### src/rtl/dcache_warmup_loader.sv
// dcache_warmup_loader
// Streams cache-line records (one header, then ROWS data beats) into the L1
// DCache tag and data SRAMs through their RW0 ports while the core is held in
// reset. Each header becomes one masked tag write and each accepted beat one
// masked data-row write, both issued the cycle after the handshake.
// Optional tag readback check after every tag write: DCACHE_WARMUP_READBACK_EN.
module dcache_warmup_loader #(
  parameter  int SETS      = 64,
  parameter  int WAYS      = 4,
  parameter  int TAG_BITS  = 22,
  parameter  int ROW_BYTES = 8,
  parameter  int ROWS      = 8,
  localparam int SET_W     = $clog2(SETS),
  localparam int WAY_W     = $clog2(WAYS),
  localparam int ROW_W     = $clog2(ROWS),
  localparam int BEAT_W    = 8 * ROW_BYTES,
  localparam int LINES_W   = $clog2(SETS * WAYS) + 1
) (
  input  logic                          clk,
  input  logic                          reset,
  input  logic                          start,
  input  logic                          hdr_valid,
  output logic                          hdr_ready,
  input  logic [SET_W-1:0]              hdr_set,
  input  logic [WAY_W-1:0]              hdr_way,
  input  logic [TAG_BITS-1:0]           hdr_tag,
  input  logic                          hdr_last,
  input  logic                          beat_valid,
  output logic                          beat_ready,
  input  logic [BEAT_W-1:0]             beat_data,
  output logic [SET_W-1:0]              tag_addr,
  output logic                          tag_en,
  output logic                          tag_wmode,
  output logic [WAYS*TAG_BITS-1:0]      tag_wdata,
  output logic [WAYS-1:0]               tag_wmask,
  input  logic [WAYS*TAG_BITS-1:0]      tag_rdata,
  output logic [SET_W+ROW_W-1:0]        data_addr,
  output logic                          data_en,
  output logic                          data_wmode,
  output logic [WAYS*BEAT_W-1:0]        data_wdata,
  output logic [WAYS*ROW_BYTES-1:0]     data_wmask,
  output logic                          busy,
  output logic                          done,
  output logic [LINES_W-1:0]            lines,
  output logic                          error
);

  typedef enum logic [2:0] {
    ST_IDLE,
    ST_HDR,
    ST_TAG,
`ifdef DCACHE_WARMUP_READBACK_EN
    ST_RDREQ,
    ST_CHK,
`endif
    ST_DATA,
    ST_FIN
  } state_t;

  // Way-0 masks; shifted left by the target way to select one way slice.
  localparam logic [WAYS-1:0]           WAY_MASK0  = {{(WAYS-1){1'b0}}, 1'b1};
  localparam logic [WAYS*ROW_BYTES-1:0] BYTE_MASK0 = {{((WAYS-1)*ROW_BYTES){1'b0}}, {ROW_BYTES{1'b1}}};
  localparam logic [ROW_W-1:0]          ROW_LAST   = ROW_W'(ROWS - 1);
  localparam logic [LINES_W-1:0]        LINE_MAX   = LINES_W'(SETS * WAYS);

  state_t                      state_r,      state_s;
  logic [SET_W-1:0]            set_r,        set_s;
  logic [WAY_W-1:0]            way_r,        way_s;
  logic [TAG_BITS-1:0]         tag_r,        tag_s;
  logic                        last_r,       last_s;
  logic [ROW_W-1:0]            row_r,        row_s;
  logic                        hdr_ready_r,  hdr_ready_s;
  logic                        beat_ready_r, beat_ready_s;
  logic                        tag_en_r,     tag_en_s;
  logic                        tag_wmode_r,  tag_wmode_s;
  logic [SET_W-1:0]            tag_addr_r,   tag_addr_s;
  logic [WAYS*TAG_BITS-1:0]    tag_wdata_r,  tag_wdata_s;
  logic [WAYS-1:0]             tag_wmask_r,  tag_wmask_s;
  logic                        data_en_r,    data_en_s;
  logic                        data_wmode_r, data_wmode_s;
  logic [SET_W+ROW_W-1:0]      data_addr_r,  data_addr_s;
  logic [WAYS*BEAT_W-1:0]      data_wdata_r, data_wdata_s;
  logic [WAYS*ROW_BYTES-1:0]   data_wmask_r, data_wmask_s;
  logic                        busy_r,       busy_s;
  logic                        done_r,       done_s;
  logic [LINES_W-1:0]          lines_r,      lines_s;
  logic                        error_r,      error_s;

`ifndef DCACHE_WARMUP_READBACK_EN
  // Readback data has no consumer in this build.
  logic unused_tag_rdata_s;
  assign unused_tag_rdata_s = ^tag_rdata;
`endif

  // Next-state and next-output logic; every output is the registered copy.
  always_comb begin
    state_s      = state_r;
    set_s        = set_r;
    way_s        = way_r;
    tag_s        = tag_r;
    last_s       = last_r;
    row_s        = row_r;
    hdr_ready_s  = 1'b0;
    beat_ready_s = 1'b0;
    tag_en_s     = 1'b0;
    tag_wmode_s  = 1'b0;
    tag_addr_s   = tag_addr_r;
    tag_wdata_s  = tag_wdata_r;
    tag_wmask_s  = tag_wmask_r;
    data_en_s    = 1'b0;
    data_wmode_s = 1'b0;
    data_addr_s  = data_addr_r;
    data_wdata_s = data_wdata_r;
    data_wmask_s = data_wmask_r;
    busy_s       = busy_r;
    done_s       = done_r;
    lines_s      = lines_r;
    error_s      = error_r;
    case (state_r)
      ST_IDLE, ST_FIN: begin
        if (start) begin
          state_s     = ST_HDR;
          hdr_ready_s = 1'b1;
          busy_s      = 1'b1;
          done_s      = 1'b0;
          lines_s     = {LINES_W{1'b0}};
          error_s     = 1'b0;
        end else begin
          state_s = state_r;
        end
      end
      ST_HDR: begin
        if (hdr_valid && hdr_ready_r) begin
          set_s       = hdr_set;
          way_s       = hdr_way;
          tag_s       = hdr_tag;
          last_s      = hdr_last;
          state_s     = ST_TAG;
          tag_en_s    = 1'b1;
          tag_wmode_s = 1'b1;
          tag_addr_s  = hdr_set;
          tag_wdata_s = {WAYS{hdr_tag}};
          tag_wmask_s = WAY_MASK0 << hdr_way;
        end else begin
          hdr_ready_s = 1'b1;
        end
      end
      ST_TAG: begin
`ifdef DCACHE_WARMUP_READBACK_EN
        // Read the word just written back; its data returns during CHK.
        state_s     = ST_RDREQ;
        tag_en_s    = 1'b1;
        tag_wmode_s = 1'b0;
        tag_addr_s  = set_r;
`else
        state_s      = ST_DATA;
        beat_ready_s = 1'b1;
        row_s        = {ROW_W{1'b0}};
`endif
      end
`ifdef DCACHE_WARMUP_READBACK_EN
      ST_RDREQ: begin
        state_s = ST_CHK;
      end
      ST_CHK: begin
        if (tag_rdata[way_r*TAG_BITS +: TAG_BITS] != tag_r) begin
          error_s = 1'b1;
        end else begin
          error_s = error_r;
        end
        state_s      = ST_DATA;
        beat_ready_s = 1'b1;
        row_s        = {ROW_W{1'b0}};
      end
`endif
      ST_DATA: begin
        if (beat_valid && beat_ready_r) begin
          data_en_s    = 1'b1;
          data_wmode_s = 1'b1;
          data_addr_s  = {set_r, row_r};
          data_wdata_s = {WAYS{beat_data}};
          data_wmask_s = BYTE_MASK0 << (way_r * ROW_BYTES);
          if (row_r == ROW_LAST) begin
            row_s = {ROW_W{1'b0}};
            if (lines_r < LINE_MAX) begin
              lines_s = lines_r + LINES_W'(1);
            end else begin
              lines_s = lines_r;
            end
            if (last_r) begin
              state_s = ST_FIN;
              busy_s  = 1'b0;
              done_s  = 1'b1;
            end else begin
              state_s     = ST_HDR;
              hdr_ready_s = 1'b1;
            end
          end else begin
            row_s        = row_r + ROW_W'(1);
            beat_ready_s = 1'b1;
          end
        end else begin
          beat_ready_s = 1'b1;
        end
      end
      default: begin
        state_s = ST_IDLE;
      end
    endcase
  end

  // State register; reset aborts any record in flight.
  always_ff @(posedge clk) begin
    if (reset) begin
      state_r <= ST_IDLE;
    end else begin
      state_r <= state_s;
    end
  end

  // Captured header, row counter and registered SRAM/status outputs.
  always_ff @(posedge clk) begin
    if (reset) begin
      set_r        <= {SET_W{1'b0}};
      way_r        <= {WAY_W{1'b0}};
      tag_r        <= {TAG_BITS{1'b0}};
      last_r       <= 1'b0;
      row_r        <= {ROW_W{1'b0}};
      hdr_ready_r  <= 1'b0;
      beat_ready_r <= 1'b0;
      tag_en_r     <= 1'b0;
      tag_wmode_r  <= 1'b0;
      tag_addr_r   <= {SET_W{1'b0}};
      tag_wdata_r  <= {(WAYS*TAG_BITS){1'b0}};
      tag_wmask_r  <= {WAYS{1'b0}};
      data_en_r    <= 1'b0;
      data_wmode_r <= 1'b0;
      data_addr_r  <= {(SET_W+ROW_W){1'b0}};
      data_wdata_r <= {(WAYS*BEAT_W){1'b0}};
      data_wmask_r <= {(WAYS*ROW_BYTES){1'b0}};
      busy_r       <= 1'b0;
      done_r       <= 1'b0;
      lines_r      <= {LINES_W{1'b0}};
      error_r      <= 1'b0;
    end else begin
      set_r        <= set_s;
      way_r        <= way_s;
      tag_r        <= tag_s;
      last_r       <= last_s;
      row_r        <= row_s;
      hdr_ready_r  <= hdr_ready_s;
      beat_ready_r <= beat_ready_s;
      tag_en_r     <= tag_en_s;
      tag_wmode_r  <= tag_wmode_s;
      tag_addr_r   <= tag_addr_s;
      tag_wdata_r  <= tag_wdata_s;
      tag_wmask_r  <= tag_wmask_s;
      data_en_r    <= data_en_s;
      data_wmode_r <= data_wmode_s;
      data_addr_r  <= data_addr_s;
      data_wdata_r <= data_wdata_s;
      data_wmask_r <= data_wmask_s;
      busy_r       <= busy_s;
      done_r       <= done_s;
      lines_r      <= lines_s;
      error_r      <= error_s;
    end
  end

  assign hdr_ready  = hdr_ready_r;
  assign beat_ready = beat_ready_r;
  assign tag_addr   = tag_addr_r;
  assign tag_en     = tag_en_r;
  assign tag_wmode  = tag_wmode_r;
  assign tag_wdata  = tag_wdata_r;
  assign tag_wmask  = tag_wmask_r;
  assign data_addr  = data_addr_r;
  assign data_en    = data_en_r;
  assign data_wmode = data_wmode_r;
  assign data_wdata = data_wdata_r;
  assign data_wmask = data_wmask_r;
  assign busy       = busy_r;
  assign done       = done_r;
  assign lines      = lines_r;
  assign error      = error_r;

endmodule
### config.mk
export PLATFORM = sky130hd
export DESIGN_NAME = dcache_warmup_loader
export DESIGN_NICKNAME = d
export VERILOG_FILES = /design/src/rtl/dcache_warmup_loader.sv
export SDC_FILE = /design/constraint.sdc
export NUM_CORES = 1
export LEC_CHECK = 0
export ABC_AREA = 1
export CAP_MARGIN = 40
export CELL_PAD_IN_SITES_DETAIL_PLACEMENT = 1
export CELL_PAD_IN_SITES_GLOBAL_PLACEMENT = 1
export CORE_AREA = 5 5 232 234
export CTS_CLUSTER_DIAMETER = 200
export CTS_CLUSTER_SIZE = 14
export DETAILED_ROUTE_END_ITERATION = 8
export DIE_AREA = 0 0 237 239
export PLACE_DENSITY_LB_ADDON = 0.1
export SETUP_SLACK_MARGIN = 0.1
export SLEW_MARGIN = 10
export SYNTH_ARGS = -nofsm -noshare
export SYNTH_HDL_FRONTEND = slang
export SYNTH_SLANG_ARGS = --single-unit
### constraint.sdc
create_clock -name clk -period 2.1 [get_ports clk]
set_input_delay 0.42 -clock clk [delete_from_list [all_inputs] [get_ports clk]]
set_output_delay 0.42 -clock clk [all_outputs]
set_load 0.02 [all_outputs]
==> flow_metrics.env <==
export IMPL_multi_input_area_um2=1960
export IMPL_irDropWorstVdd_uv=445
export IMPL_maxCapViolations=0
export IMPL_seq_area_um2=2660
export IMPL_cts_tree="done"
export IMPL_finalSetupTns_ps=0
export IMPL_critPathBufInv=1
export IMPL_dieArea_um2=56600
export IMPL_avgViaCountPerCell=3.47
export IMPL_slowest_stage="clkdlybuf4s50_1"
export IMPL_met1Wirelength_um=12900
export IMPL_diodes=0
export IMPL_path_class="reg -> out"
export IMPL_yosys_area_top_type="dfxtp_1"
export IMPL_track_usage_pct=10.4
export IMPL_ctsHoldBuffers=0
export IMPL_crit_start="data_wdata[249]"
export IMPL_synthTopCellsByArea="dfxtp_1, buf_4, nor2_1, o21ai_0, nand2_1"
export IMPL_fin_cells=1856
export IMPL_cp_data_arrival_time_ps=1500
export IMPL_seq_area_frac_synth_pct=37.8
export IMPL_syn_to_final_growth_pct=66.1
export IMPL_pre_cts_slack_ps=112
export IMPL_synth_flop_cell="dfxtp_1"
export IMPL_syn_nets=1119
export IMPL_cts_root_buf="clkbuf_16"
export IMPL_finalWorstSetupSlack_ps=176
export IMPL_dpl_hpwl_um=23800
export IMPL_slew_viol_final=0
export IMPL_drtPass1Iterations=4
export IMPL_r2r_start="row_r[0]"
export IMPL_synth_compound_area_share_pct=10.0
export IMPL_cts_sinks=133
export IMPL_wl_met3_um=2920
export IMPL_powerDensity_nw_per_um2=680
export IMPL_synthMuxAreaShare_pct=0
export IMPL_synthDistinctLibCells=27
export IMPL_status="complete, no violations"
export IMPL_io_pins=601
export IMPL_grt_pass1_wl_um=44900
export IMPL_period_needed_ps=1920
export IMPL_clkLatencyLatePin_ps=440
export IMPL_fillers=6071
export IMPL_crit_family="buffers and inverters"
export IMPL_ys_ff_latch=133
export IMPL_final_nets=1346
export IMPL_crit_fanout=5
export IMPL_netlist_area_um2=7050
export IMPL_synth_fa_ha_area_share_pct=0.532
export IMPL_grt_start_max_net_pins=82
export IMPL_rsz0062_at_grt="false"
export IMPL_hold_ws_ps=466
export IMPL_synth_simple_gate_area_share_pct=17.1
export IMPL_start_kind="flip-flop"
export IMPL_top_layer="met4"
export IMPL_synth_common_cells="buf_4, nor2_1, dfxtp_1, o21ai_0, nand2_1"
export IMPL_clockBufferDepth=2
export IMPL_syn_area_per_cell_um2=7.60
export IMPL_synth_top_area_share_pct=37.8
export IMPL_dr_wl_met2_um=14900
export IMPL_antenna_left=0
export IMPL_wire_per_inst_um=16.7
export IMPL_synth_top_family_by_area="buffers and inverters"
export IMPL_hp_class="reg -> reg"
export IMPL_async_reset_ff_share_pct=0
export IMPL_via_count=6440
export IMPL_fin_crit_sh_pct=91.6
export IMPL_fin_skew_ps=7.56
export IMPL_max_clock_freq_mhz=520
export IMPL_first_iter_violations=170
export IMPL_finalWirelength_um=31100
export IMPL_required_ps=1680
export IMPL_core_area_um2=51800
export IMPL_setup_viol=0
export IMPL_clkSlewWorstSetupHoldPaths_ps=60
export IMPL_hold_viol=0
export IMPL_yosys_warnings=0
export IMPL_cp_slowest_stage_delay_ps=650
export IMPL_numCtsBuffers=17
export IMPL_yosys_cell_count_top_type="buf_4"
export IMPL_endpoint_kind="output pin"
export IMPL_final_util_pct=22.6
export IMPL_grt_pass1_vias=6641
export IMPL_die_x_um=237
export IMPL_layout_drive_gt1_share_pct=5.91
export IMPL_synth_xor_area_share_pct=0
export IMPL_antenna_found_initial=0
export IMPL_gp_congestion=0.684
export IMPL_dp_cells=1824
export IMPL_drc_errors=0
export IMPL_cp_cell_sequence="clkdlybuf4s50_1"
export IMPL_grt_ovfl_total=0
export IMPL_start_util_pct=13.6
export IMPL_die_h_um=239
export IMPL_leakage_nw=6.56
export IMPL_syn_inst=928
export IMPL_port_buffers=511
export IMPL_worstHoldStart="busy"
export IMPL_synth_edf_count=0
export IMPL_htreeDepth=4
export IMPL_rows=84
## timing repair
action,CTS,global route
resized for setup,110,92
pin swaps,0,0
setup buffers,0,0
setup endpoints to repair,130,117
## sequential cells by signal (all words and copies together) (netlist names), 2 cells and up
signal	flops
lines	9
data_addr	9
tag_wdata	22
tag_addr	6
state_r	3
row_r	3
data_wmask	4
way_r	2
tag_wmask	4
data_wdata	64
## cell usage in the layout (no fill, tap or decap)
cell type / Yosys / layout
dlygate4sd2_1: 0 / 109
dlymetal6s2s_1: 0 / 91
clkbuf_8: 0 / 1
o31ai_1: 4 / 4
o211ai_1: 1 / 1
nor2_1: 219 / 219
inv_4: 0 / 1
a21oi_2: 1 / 1
nand2_1: 53 / 53
inv_6: 0 / 4
o21ai_0: 106 / 106
nand4_1: 3 / 3
clkdlybuf4s50_1: 0 / 311
nand2_2: 1 / 1
conb_1: 1 / 1
inv_2: 3 / 2
inv_1: 21 / 21
nor2_4: 2 / 3
clkbuf_16: 0 / 17
buf_4: 290 / 19
dfxtp_1: 133 / 132
clkinv_2: 0 / 1
o21bai_1: 1 / 1
nand3_1: 17 / 17
o21ai_1: 4 / 4
bufinv_16: 0 / 6
nor3_1: 3 / 3
ha_1: 3 / 3
clkinvlp_4: 0 / 4
buf_12: 0 / 5
a31oi_1: 1 / 1
a21oi_1: 19 / 19
dfxtp_2: 0 / 1
nand3_2: 3 / 3
## per-layer routing
metal,track usage [%],up-vias
met5,0,-
met4,2.78,0
met3,4.33,21
met2,17.5,308
met1,12.3,3012
li1,-,3099
## final timing paths
path | end | slack (ps) | cells past startpoint
worst min-delay path | busy | 470 | 2
worst min register to register | busy | 470 | 2
worst max-delay path | data_wdata[57] | 180 | 1
worst max register to register | lines[5] | 360 | 10
## area by class of cell
class                           count  area share (%)
Timing Repair Buffer              535            46.5
Inverter                           25           0.833
Sequential cell                   133            22.7
Clock buffer                       18            3.75
Multi-Input combinational cell    443            16.7
Tap cell                          688            7.35
Clock inverter                     14            2.09
## power breakdown
part / switching (mW) / internal [mW]
combinational: 0.885 / 0.729
clock: 1.31 / 2.27
sequential: 0.129 / 2.63
## cells by family (layout without fill, tap and decap cells)
| family | after synthesis | in the layout |
|---|---|---|
| buf+inv | 352 | 592 |
| compound gates | 137 | 137 |
| flops | 133 | 133 |
| fa+ha+maj | 3 | 3 |
| simple gates | 302 | 302 |
| other cells | 1 | 1 |
## tightest hold or removal path, cell delays in order (launching register included)
cell and delay, ps:
dfxtp_1 310, nand2_1 60, a21oi_1 50
## per-stage QoR
step / total power [mW] / instance area, um^2
after global routing: 8.42 / 11700
after floorplan: 3.77 / 7050
after CTS: 8.22 / 11500
after detailed placement: 4.50 / 10900
after global placement: 4.52 / 10900
final: 7.96 / 11700
Power figures use the tool's default switching activity.
